===== config.mk =====
export PLATFORM = sky130hd
export DESIGN_NAME = rob_commit_unit_flat
export DESIGN_NICKNAME = d
export VERILOG_FILES = /design/src/rtl/rob_commit_unit_if.sv /design/src/rtl/rob_commit_unit.sv /design/src/flat_wrapper.sv
export SDC_FILE = /design/constraint.sdc
export NUM_CORES = 1
export LEC_CHECK = 0
export CORE_MARGIN = 2
export CORE_UTILIZATION = 45
export DETAILED_ROUTE_END_ITERATION = 16
export PLACE_DENSITY = 0.61
export SKIP_CTS_REPAIR_TIMING = 1
export SLEW_MARGIN = 0
export SYNTH_ARGS = -nofsm -noshare
export SYNTH_HDL_FRONTEND = slang
export SYNTH_SLANG_ARGS = --single-unit

===== constraint.sdc =====
create_clock -name clk -period 11.1 [get_ports clk]
set_input_delay 1.665 -clock clk [delete_from_list [all_inputs] [get_ports clk]]
set_output_delay 1.665 -clock clk [all_outputs]
set_load 0.02 [all_outputs]

===== src/rtl/rob_commit_unit_if.sv =====
// ============================================================================
// Module   : rob_commit_unit_if
// Brief    : Dispatch, CDB and commit bundle of the reorder-buffer retire unit.
// Revision : 1.0
// ============================================================================
`default_nettype none

interface rob_commit_unit_if #(
  parameter int SIZE         = 8,
  parameter int COMMIT_WIDTH = 2,
  parameter int TAG_W        = $clog2(SIZE)
);
  localparam int c_ndq_w = $clog2(COMMIT_WIDTH + 1);

  logic                      enq_valid;
  logic [31:0]               enq_pc;
  logic [4:0]                enq_rd;
  logic                      enq_is_br;
  logic                      enq_ready;
  logic [TAG_W-1:0]          enq_tag;

  logic                      cdb_valid;
  logic [TAG_W-1:0]          cdb_tag;
  logic [31:0]               cdb_data;
  logic                      cdb_mispredict;
  logic [31:0]               cdb_target;

  logic                      commit;
  logic [c_ndq_w-1:0]        num_deq;
  logic [TAG_W-1:0]          front_tag;
  logic [COMMIT_WIDTH-1:0]   rf_we;
  logic [5*COMMIT_WIDTH-1:0] rf_rd;
  logic [32*COMMIT_WIDTH-1:0] rf_data;
  logic                      flush;
  logic [31:0]               redirect_pc;

  modport master (
    output enq_valid, enq_pc, enq_rd, enq_is_br,
    output cdb_valid, cdb_tag, cdb_data, cdb_mispredict, cdb_target,
    input  enq_ready, enq_tag,
    input  commit, num_deq, front_tag, rf_we, rf_rd, rf_data, flush, redirect_pc
  );

  modport slave (
    input  enq_valid, enq_pc, enq_rd, enq_is_br,
    input  cdb_valid, cdb_tag, cdb_data, cdb_mispredict, cdb_target,
    output enq_ready, enq_tag,
    output commit, num_deq, front_tag, rf_we, rf_rd, rf_data, flush, redirect_pc
  );
endinterface

`default_nettype wire


===== src/rtl/rob_commit_unit.sv =====
// ============================================================================
// Module   : rob_commit_unit
// Brief    : In-order ROB retire: allocate, collect CDB results, commit up to
//            COMMIT_WIDTH entries per cycle, flush on a retiring mispredict.
// Revision : 1.0
// ============================================================================
`default_nettype none

module rob_commit_unit #(
  parameter int SIZE         = 8,
  parameter int COMMIT_WIDTH = 2,
  parameter int TAG_W        = $clog2(SIZE)
) (
  input  logic              clk,
  input  logic              rst,
  rob_commit_unit_if.slave  bus
);
  localparam int c_ndq_w = $clog2(COMMIT_WIDTH + 1);
  localparam int c_cnt_w = TAG_W + 1;

  logic [SIZE-1:0]    r_valid;
  logic [SIZE-1:0]    r_ready;
  logic [SIZE-1:0]    r_is_br;
  logic [SIZE-1:0]    r_mis;
  logic [31:0]        r_pc     [SIZE];
  logic [31:0]        r_data   [SIZE];
  logic [31:0]        r_target [SIZE];
  logic [4:0]         r_rd     [SIZE];
  logic [TAG_W-1:0]   r_head;
  logic [TAG_W-1:0]   r_tail;
  logic [c_cnt_w-1:0] r_count;

  logic [TAG_W-1:0]        w_lane_idx [COMMIT_WIDTH];
  logic [COMMIT_WIDTH-1:0] w_ret;
  logic [c_ndq_w-1:0]      w_n;
  logic                    w_go;
  logic                    w_flush;
  logic [31:0]             w_target;
  logic                    w_enq_acc;
  logic                    w_cdb_hit;
  logic [TAG_W-1:0]        w_head_next;

  genvar k;
  generate
    for (k = 0; k < COMMIT_WIDTH; k++) begin : g_lane
      assign w_lane_idx[k] = r_head + TAG_W'(k);
    end
  endgenerate

  // Retire a contiguous run of ready entries; a mispredicted branch ends the run.
  always_comb begin
    w_ret    = '0;
    w_n      = '0;
    w_go     = 1'b1;
    w_flush  = 1'b0;
    w_target = '0;
    for (int i = 0; i < COMMIT_WIDTH; i++) begin
      if (w_go && r_valid[w_lane_idx[i]] && r_ready[w_lane_idx[i]]) begin
        w_ret[i] = 1'b1;
        w_n      = w_n + c_ndq_w'(1);
        if (r_is_br[w_lane_idx[i]] && r_mis[w_lane_idx[i]]) begin
          w_go     = 1'b0;
          w_flush  = 1'b1;
          w_target = r_target[w_lane_idx[i]];
        end
      end else begin
        w_go = 1'b0;
      end
    end
  end

  assign bus.enq_ready = (r_count != c_cnt_w'(SIZE));
  assign bus.enq_tag   = r_tail;
  assign w_enq_acc     = bus.enq_valid && bus.enq_ready;
  assign w_cdb_hit     = bus.cdb_valid && r_valid[bus.cdb_tag];
  assign w_head_next   = r_head + TAG_W'(w_n);

  always_ff @(posedge clk or negedge rst) begin
    if (!rst) begin
      r_valid         <= '0;
      r_ready         <= '0;
      r_head          <= '0;
      r_tail          <= '0;
      r_count         <= '0;
      bus.commit      <= 1'b0;
      bus.num_deq     <= '0;
      bus.front_tag   <= '0;
      bus.rf_we       <= '0;
      bus.rf_rd       <= '0;
      bus.rf_data     <= '0;
      bus.flush       <= 1'b0;
      bus.redirect_pc <= '0;
    end else begin
      bus.commit  <= |w_ret;
      bus.num_deq <= w_n;
      if (|w_ret) bus.front_tag <= r_head;
      for (int i = 0; i < COMMIT_WIDTH; i++) begin
        bus.rf_we[i] <= w_ret[i] && (r_rd[w_lane_idx[i]] != 5'd0);
        if (w_ret[i]) begin
          bus.rf_rd[5*i +: 5]    <= r_rd[w_lane_idx[i]];
          bus.rf_data[32*i +: 32] <= r_data[w_lane_idx[i]];
        end
      end
      bus.flush <= w_flush;
      if (w_flush) bus.redirect_pc <= w_target;

      if (w_cdb_hit) r_ready[bus.cdb_tag] <= 1'b1;
      for (int i = 0; i < COMMIT_WIDTH; i++) begin
        if (w_ret[i]) begin
          r_valid[w_lane_idx[i]] <= 1'b0;
          r_ready[w_lane_idx[i]] <= 1'b0;
        end
      end

      r_head <= w_head_next;
      if (w_flush) begin
        r_valid <= '0;
        r_ready <= '0;
        r_tail  <= w_head_next;
        r_count <= '0;
      end else begin
        if (w_enq_acc) begin
          r_valid[r_tail] <= 1'b1;
          r_ready[r_tail] <= 1'b0;
          r_tail          <= r_tail + TAG_W'(1);
        end
        r_count <= r_count + c_cnt_w'(w_enq_acc) - c_cnt_w'(w_n);
      end
    end
  end

  // Payload storage is qualified by valid/ready, so it needs no reset.
  always_ff @(posedge clk) begin
    if (w_enq_acc && !w_flush) begin
      r_pc[r_tail]    <= bus.enq_pc;
      r_rd[r_tail]    <= bus.enq_rd;
      r_is_br[r_tail] <= bus.enq_is_br;
      r_mis[r_tail]   <= 1'b0;
    end
    if (w_cdb_hit) begin
      r_data[bus.cdb_tag]   <= bus.cdb_data;
      r_mis[bus.cdb_tag]    <= bus.cdb_mispredict;
      r_target[bus.cdb_tag] <= bus.cdb_target;
    end
  end
endmodule

`default_nettype wire


===== src/flat_wrapper.sv =====
// flat-port wrapper written by rule: the top's interface ports become plain ports
module rob_commit_unit_flat 
#(
  parameter int SIZE         = 8,
  parameter int COMMIT_WIDTH = 2,
  parameter int TAG_W        = $clog2(SIZE)
)
  (clk, rst, bus_enq_valid, bus_enq_pc, bus_enq_rd, bus_enq_is_br, bus_cdb_valid, bus_cdb_tag, bus_cdb_data, bus_cdb_mispredict, bus_cdb_target, bus_enq_ready, bus_enq_tag, bus_commit, bus_num_deq, bus_front_tag, bus_rf_we, bus_rf_rd, bus_rf_data, bus_flush, bus_redirect_pc);
  rob_commit_unit_if #(.SIZE(SIZE), .COMMIT_WIDTH(COMMIT_WIDTH), .TAG_W(TAG_W)) bus_i ();
  input  logic clk;
  input  logic rst;
  input wire logic [$bits(bus_i.enq_valid)-1:0] bus_enq_valid;
  input wire logic [$bits(bus_i.enq_pc)-1:0] bus_enq_pc;
  input wire logic [$bits(bus_i.enq_rd)-1:0] bus_enq_rd;
  input wire logic [$bits(bus_i.enq_is_br)-1:0] bus_enq_is_br;
  input wire logic [$bits(bus_i.cdb_valid)-1:0] bus_cdb_valid;
  input wire logic [$bits(bus_i.cdb_tag)-1:0] bus_cdb_tag;
  input wire logic [$bits(bus_i.cdb_data)-1:0] bus_cdb_data;
  input wire logic [$bits(bus_i.cdb_mispredict)-1:0] bus_cdb_mispredict;
  input wire logic [$bits(bus_i.cdb_target)-1:0] bus_cdb_target;
  output wire logic [$bits(bus_i.enq_ready)-1:0] bus_enq_ready;
  output wire logic [$bits(bus_i.enq_tag)-1:0] bus_enq_tag;
  output wire logic [$bits(bus_i.commit)-1:0] bus_commit;
  output wire logic [$bits(bus_i.num_deq)-1:0] bus_num_deq;
  output wire logic [$bits(bus_i.front_tag)-1:0] bus_front_tag;
  output wire logic [$bits(bus_i.rf_we)-1:0] bus_rf_we;
  output wire logic [$bits(bus_i.rf_rd)-1:0] bus_rf_rd;
  output wire logic [$bits(bus_i.rf_data)-1:0] bus_rf_data;
  output wire logic [$bits(bus_i.flush)-1:0] bus_flush;
  output wire logic [$bits(bus_i.redirect_pc)-1:0] bus_redirect_pc;
  assign bus_i.enq_valid = bus_enq_valid;
  assign bus_i.enq_pc = bus_enq_pc;
  assign bus_i.enq_rd = bus_enq_rd;
  assign bus_i.enq_is_br = bus_enq_is_br;
  assign bus_i.cdb_valid = bus_cdb_valid;
  assign bus_i.cdb_tag = bus_cdb_tag;
  assign bus_i.cdb_data = bus_cdb_data;
  assign bus_i.cdb_mispredict = bus_cdb_mispredict;
  assign bus_i.cdb_target = bus_cdb_target;
  assign bus_enq_ready = bus_i.enq_ready;
  assign bus_enq_tag = bus_i.enq_tag;
  assign bus_commit = bus_i.commit;
  assign bus_num_deq = bus_i.num_deq;
  assign bus_front_tag = bus_i.front_tag;
  assign bus_rf_we = bus_i.rf_we;
  assign bus_rf_rd = bus_i.rf_rd;
  assign bus_rf_data = bus_i.rf_data;
  assign bus_flush = bus_i.flush;
  assign bus_redirect_pc = bus_i.redirect_pc;
  rob_commit_unit #(.SIZE(SIZE), .COMMIT_WIDTH(COMMIT_WIDTH), .TAG_W(TAG_W)) u_core (.clk(clk), .rst(rst), .bus(bus_i));
endmodule

; After elaboration in Yosys (flattened, before gate mapping)
; Memory sizes are Yosys's and may differ from the RTL's. A register that Yosys moved wholly into a read port is not among the register bits.
; Cells that the tools add are included.
[op_classes]
n_eq_ne = 1
addsub = 6
n_mux = 60
n_lt_le_gt_ge = 8
reduce_logical = 21
bitwise = 11
[op_table]
columns = op, n
row1 = $mux W32, 4
row2 = $mux W8, 11
row3 = $and A8 B8 Y8, 6
row4 = $bmux W1 S3, 9
row5 = $mux W1, 26
row6 = $not A8 Y8, 3
row7 = $bwmux W8, 2
row8 = $lt A3 B4 Y1 const B, 4
row9 = $or A8 B8 Y8, 2
row10 = $logic_and A1 B1 Y1, 14
row11 = $demux W1 S3, 4
row12 = $ge A3 B1 Y1 const B, 4
row13 = $reduce_bool A5 Y1, 2
row14 = $add A3 B1 Y3 const B, 2
row15 = $mux W3, 2
row16 = $add A4 B1 Y4, 1
row17 = $mux W4, 1
row18 = $ne A4 B4 Y1 const B, 1
row19 = $sub A4 B2 Y4, 1
row20 = $add A3 B2 Y3, 1
row21 = $logic_not A1 Y1, 3
row22 = $add A1 B1 Y2 const B, 1
row23 = $mux W2, 1
row24 = $reduce_bool A2 Y1, 1
row25 = $reduce_or A2 Y1, 1
[word_totals]
ramBits = 552
register_bits = 93
inputBits = 110
output_inout_bits = 119
mem_count = 3
word_cells = 125
[mem_list]
columns = name, depth, width, rd, rd_clocked_by_memory_dff, write_ports, line
row1 = u_core.r_data, 8, 32, 2, 2, 1, rob_commit_unit.sv:26  ; logic [31:0] r_data [SIZE];
row2 = u_core.r_target, 8, 32, 2, 0, 1, rob_commit_unit.sv:27  ; logic [31:0] r_target [SIZE];
row3 = u_core.r_rd, 8, 5, 2, 0, 1, rob_commit_unit.sv:28  ; logic [4:0] r_rd [SIZE];

; Depth between registers and ports, before layout
[depth]
depth_word = 13
mapped_depth = 18

; Worst setup path before layout
; No wires, ideal clock.
[synth_timing]
kind = input to register
startpoint = input port bus_cdb_valid
endpoint = register u_core.r_mis[2]
path_buffers = 0
cell_stages = 4
t_arrival_ps = 9235
setup_slack_ps = 1771
t_required_ps = 11006
cell_sequence = nand2_1 nor4b_1 mux2i_1 a21oi_1
[synth_via]
elab_chain_cells = 2
[synth_lines]
columns = element, line
row1 = from (decl), flat_wrapper.sv:16  ; input wire logic [$bits(bus_i.cdb_valid)-1:0] bus_cdb_valid;
row2 = $logic_and A1 B1 Y1, rob_commit_unit.sv:75  ; assign w_cdb_hit = bus.cdb_valid && r_valid[bus.cdb_tag];
row3 = $mux W8, rob_commit_unit.sv:140  ; if (w_cdb_hit) begin
row4 = "to (signal, indexed assignment)", rob_commit_unit.sv:142  ; r_mis[bus.cdb_tag] <= bus.cdb_mispredict;
row5 = to (decl), rob_commit_unit.sv:24  ; logic [SIZE-1:0] r_mis;
; No other way between the ends.
; A chain may end at the register's enable or synchronous reset.

; Worst setup path after layout
[layout_timing]
startpoint = register u_core.r_head[1]
endpoint = register u_core.r_count[2]
[layout_via]
elab_chain_cells = 10
elab_cells_between_ends = 33
cone_classes = add/sub (3) / mux (25) / reduce/logical (5)
[layout_lines]
columns = element, line
row1 = from (decl), rob_commit_unit.sv:29  ; logic [TAG_W-1:0] r_head;
row2 = from (signal assigned), rob_commit_unit.sv:115  ; r_head <= w_head_next;
row3 = branches (longest 7 deep; another with $add A3 B1 Y3), -
row4 = $mux W2 (*), rob_commit_unit.sv:58  ; if (w_go && r_valid[w_lane_idx[i]] && r_ready[w_lane_idx[i]]) begin
row5 = via u_core.w_n[0], rob_commit_unit.sv:35  ; logic [c_ndq_w-1:0] w_n;
row6 = $sub A4 B2 Y4 (*), rob_commit_unit.sv:127  ; r_count <= r_count + c_cnt_w'(w_enq_acc) - c_cnt_w'(w_n);
row7 = $mux W4 (*), rob_commit_unit.sv:116  ; if (w_flush) begin
row8 = to (signal assigned), rob_commit_unit.sv:127
row9 = to (decl), rob_commit_unit.sv:31  ; logic [c_cnt_w-1:0] r_count;
; Mark *: on every way through the listed nets, which the timed path passes. The select of a mux whose other input is x is not followed.

==> flow_summary.toml <==
[run_status]
status = "finished clean"

[worst_setup_path]
cp-startpoint = "u_core.r_head[1]$_DFF_PN0_"
worstPathArrival_ps = 7180
timing.rr.start = "u_core.r_head[1]$_DFF_PN0_"
worstPathRequired_ps = 11580
endpoint_kind = "flop"
path_class = "flop to flop"
critPathLaunchType = "flop"
cp_max_fo = 76

[route]
avgViaCountPerCell = 6.43
drtPass1Iterations = 6
vias = 21900
ant_nets = 0
drc = 0
wl_per_cell_um = 28.6
drt_wl_total_um = 97100
drtIter0Drc = 2414

[finish]
nNetsFinal = 2522
syn2layout_area_growth_pct = 16.8
final_common_cell = "edfxtp_1"
final_cell_mix = "edfxtp_1, nand2_1, clkdlybuf4s50_1"
fill_cells = 5631
layout-drive-gt1-share_pct = 12.8

[worst_hold_path]
hold_path_class = "flop to flop"
min_from = "u_core.bus.redirect_pc[26]$_DFFE_PN0N_"

[synthesis]
synthTopCellsByArea = "edfxtp_1, dfrtp_1, mux4_2"
syn-cell-area_mm2 = 0.0313
synth_top_cell_by_area = "edfxtp_1"
netlist.area_leader.share_pct = 53.7
ys_seq_area_share_pct = 65.5
synth-edff-count = 560
async_flop_share_pct = 19.9
synth.ff_latch_count = 709
synthesis.nets = 2385
netlist_instances = 2262
synthDistinctLibCells = 73
synth.avg_cell_area_um2 = 13.8
synth_warnings = 0
synth_ff_type = "edfxtp_1"

[timing]
finalMaxSlewViolations = 0
hold_viol_final = 0
slew_headroom_pct = 20.9
setup_viol = 0
clock-skew-final_ps = 22.4
max_freq_ghz = 0.149
whs_ps = 498
tns_ps = 0
finalCritPeriodShare_pct = 60.3
tightest_slew_ps = 1180
rsz0062_at_grt = "false"
fin_crit_ps = 6700

[global_route]
overflow = 0
grt_max_degree = 150
track_usage_pct = 27.1
grt_pass1_wl_um = 142000
grt_pass1_vias = 22000
antenna_found_initial = 11

[clock_tree]
cts_sinks = 709
cts_tree = "done"
cts_root_buffer = "clkbuf_16"
cts_max_path_buffers = 3
clkTransAtPathRegs_ps = 60
htree_levels = 3
cts_made_buffers = 74
clock_latency_ps = 620

[placement]
dp_hpwl_um = 54200
io_buffers = 196
gp_congestion = 0.839

[job]
cap_violations = 0

[die]
coreArea_mm2 = 0.0687
die_h_um = 268
die_area_mm2 = 0.0717
io_pins = 229
floorplan.initialDensity_pct = 45.5
rows = 96
die_w_um = 268

[pwr]
peakVddDrop_mv = 0.281
pwr_density_cell_mw_per_mm2 = 312
power.leakage_nw = 12.6
[final timing paths]
| path | slack, ps | to | depth (start not counted) |
|---|---|---|---|
| worst min register to register | 500 | u_core.bus.redirect_pc[26]$_DFFE_PN0N_ | 1 |
| max in group asynchronous | 8080 | u_core.r_head[1]$_DFF_PN0_ | 3 |
| min in group asynchronous | 1070 | u_core.bus.front_tag[1]$_DFFE_PN0P_ | 1 |
| worst min-delay path | 500 | u_core.bus.redirect_pc[26]$_DFFE_PN0N_ | 1 |
| worst max-delay path | 4400 | u_core.r_count[2]$_DFF_PN0_ | 15 |
| worst max register to register | 4400 | u_core.r_count[2]$_DFF_PN0_ | 15 |
[cell type report]
cell class | count | area [um^2] | area share, %
repair buffers | 242 | 2320 | 6.35
clock inverters | 29 | 253 | 0.691
multi-input cells | 1352 | 10100 | 27.6
well taps | 931 | 1160 | 3.19
clock buffers | 109 | 2110 | 5.76
inverters | 20 | 78.8 | 0.216
diodes | 6 | 15.0 | 0.0411
flip-flops and latches | 709 | 20500 | 56.1
[worst max-delay path, cell delays in order, from the launching register on]
cell      delay (ps)
dfrtp_4          960
buf_4            750
mux4_2           360
mux2i_1           70
or4_4            830
clkinv_2         500
and3_4           280
buf_4            740
inv_2            340
ha_1             420
ha_1             290
inv_1             40
ha_1             220
fa_1             430
xnor2_1          170
nor2_1            50
[per-layer routing]
metal	up-vias	share of wire, %	global-route usage, %
li1	9223	-	-
met1	11200	40	36.3
met2	1192	48	43.9
met3	235	8.9	4.33
met4	12	3.5	11.5
met5	-	0.079	0
[cells in the mapped netlist, types with 17 or more instances]
cell,n
a21oi_1,95
a22o_1,55
nor2_1,134
clkbuf_1,104
a22oi_1,18
a31oi_1,77
inv_1,17
o22ai_1,60
o21ai_0,58
a211o_1,21
buf_2,41
buf_1,31
mux4_2,80
mux2_2,42
and3_1,18
edfxtp_1,560
a221oi_1,70
nand2_1,244
mux2i_1,113
nand3_1,70
dfrtp_1,141
nor3_1,19
o221ai_1,26
[cell families after synthesis]
family	count (synthesis)	share of synthesized area [%]
flip-flops	709	65.5
AO/OA/AOI/OAI	552	12.4
AND/OR/NAND/NOR	544	7.62
multiplexers	236	11.0
buffers and inverters	201	2.70
adder cells (fa/ha/maj)	13	0.568
XOR/XNOR	7	0.196
[state kept, by name (all words and copies together) (netlist names), 3 cells and up]
register,count
u_core.r_data,256
u_core.r_target,256
u_core.bus.rf_data,64
u_core.r_rd,40
u_core.bus.redirect_pc,32
u_core.bus.rf_rd,10
u_core.r_is_br,8
u_core.r_mis,8
u_core.r_ready,8
u_core.r_valid,8
u_core.r_count,4
u_core.bus.enq_tag,3
u_core.bus.front_tag,3
u_core.r_head,3
[through the flow]
step / power (mW) / util [%] / cell area, um^2 / worst slack, ps / cells
3_5_place_dp: 8.98 / 49.7 / 34200 / 4470 / 3254
2_1_floorplan: 7.02 / - / 31300 / 1770 / 2262
6_report: 11.4 / 53.2 / 36600 / 4400 / 3398
5_1_grt: 11.9 / 53.2 / 36600 / 4150 / 3397
3_3_place_gp: 8.89 / 49.7 / 34200 / 4470 / 3254
4_1_cts: 11.4 / 53.2 / 36500 / 4460 / 3392
[power by group]
group	internal (mW)	switching, mW	leakage, nW
Combinational	2.04	3.35	4.62
Sequential	3.26	0.336	6.80
Clock	1.39	1.02	1.16
No activity file was read; power rests on OpenSTA's default activity.
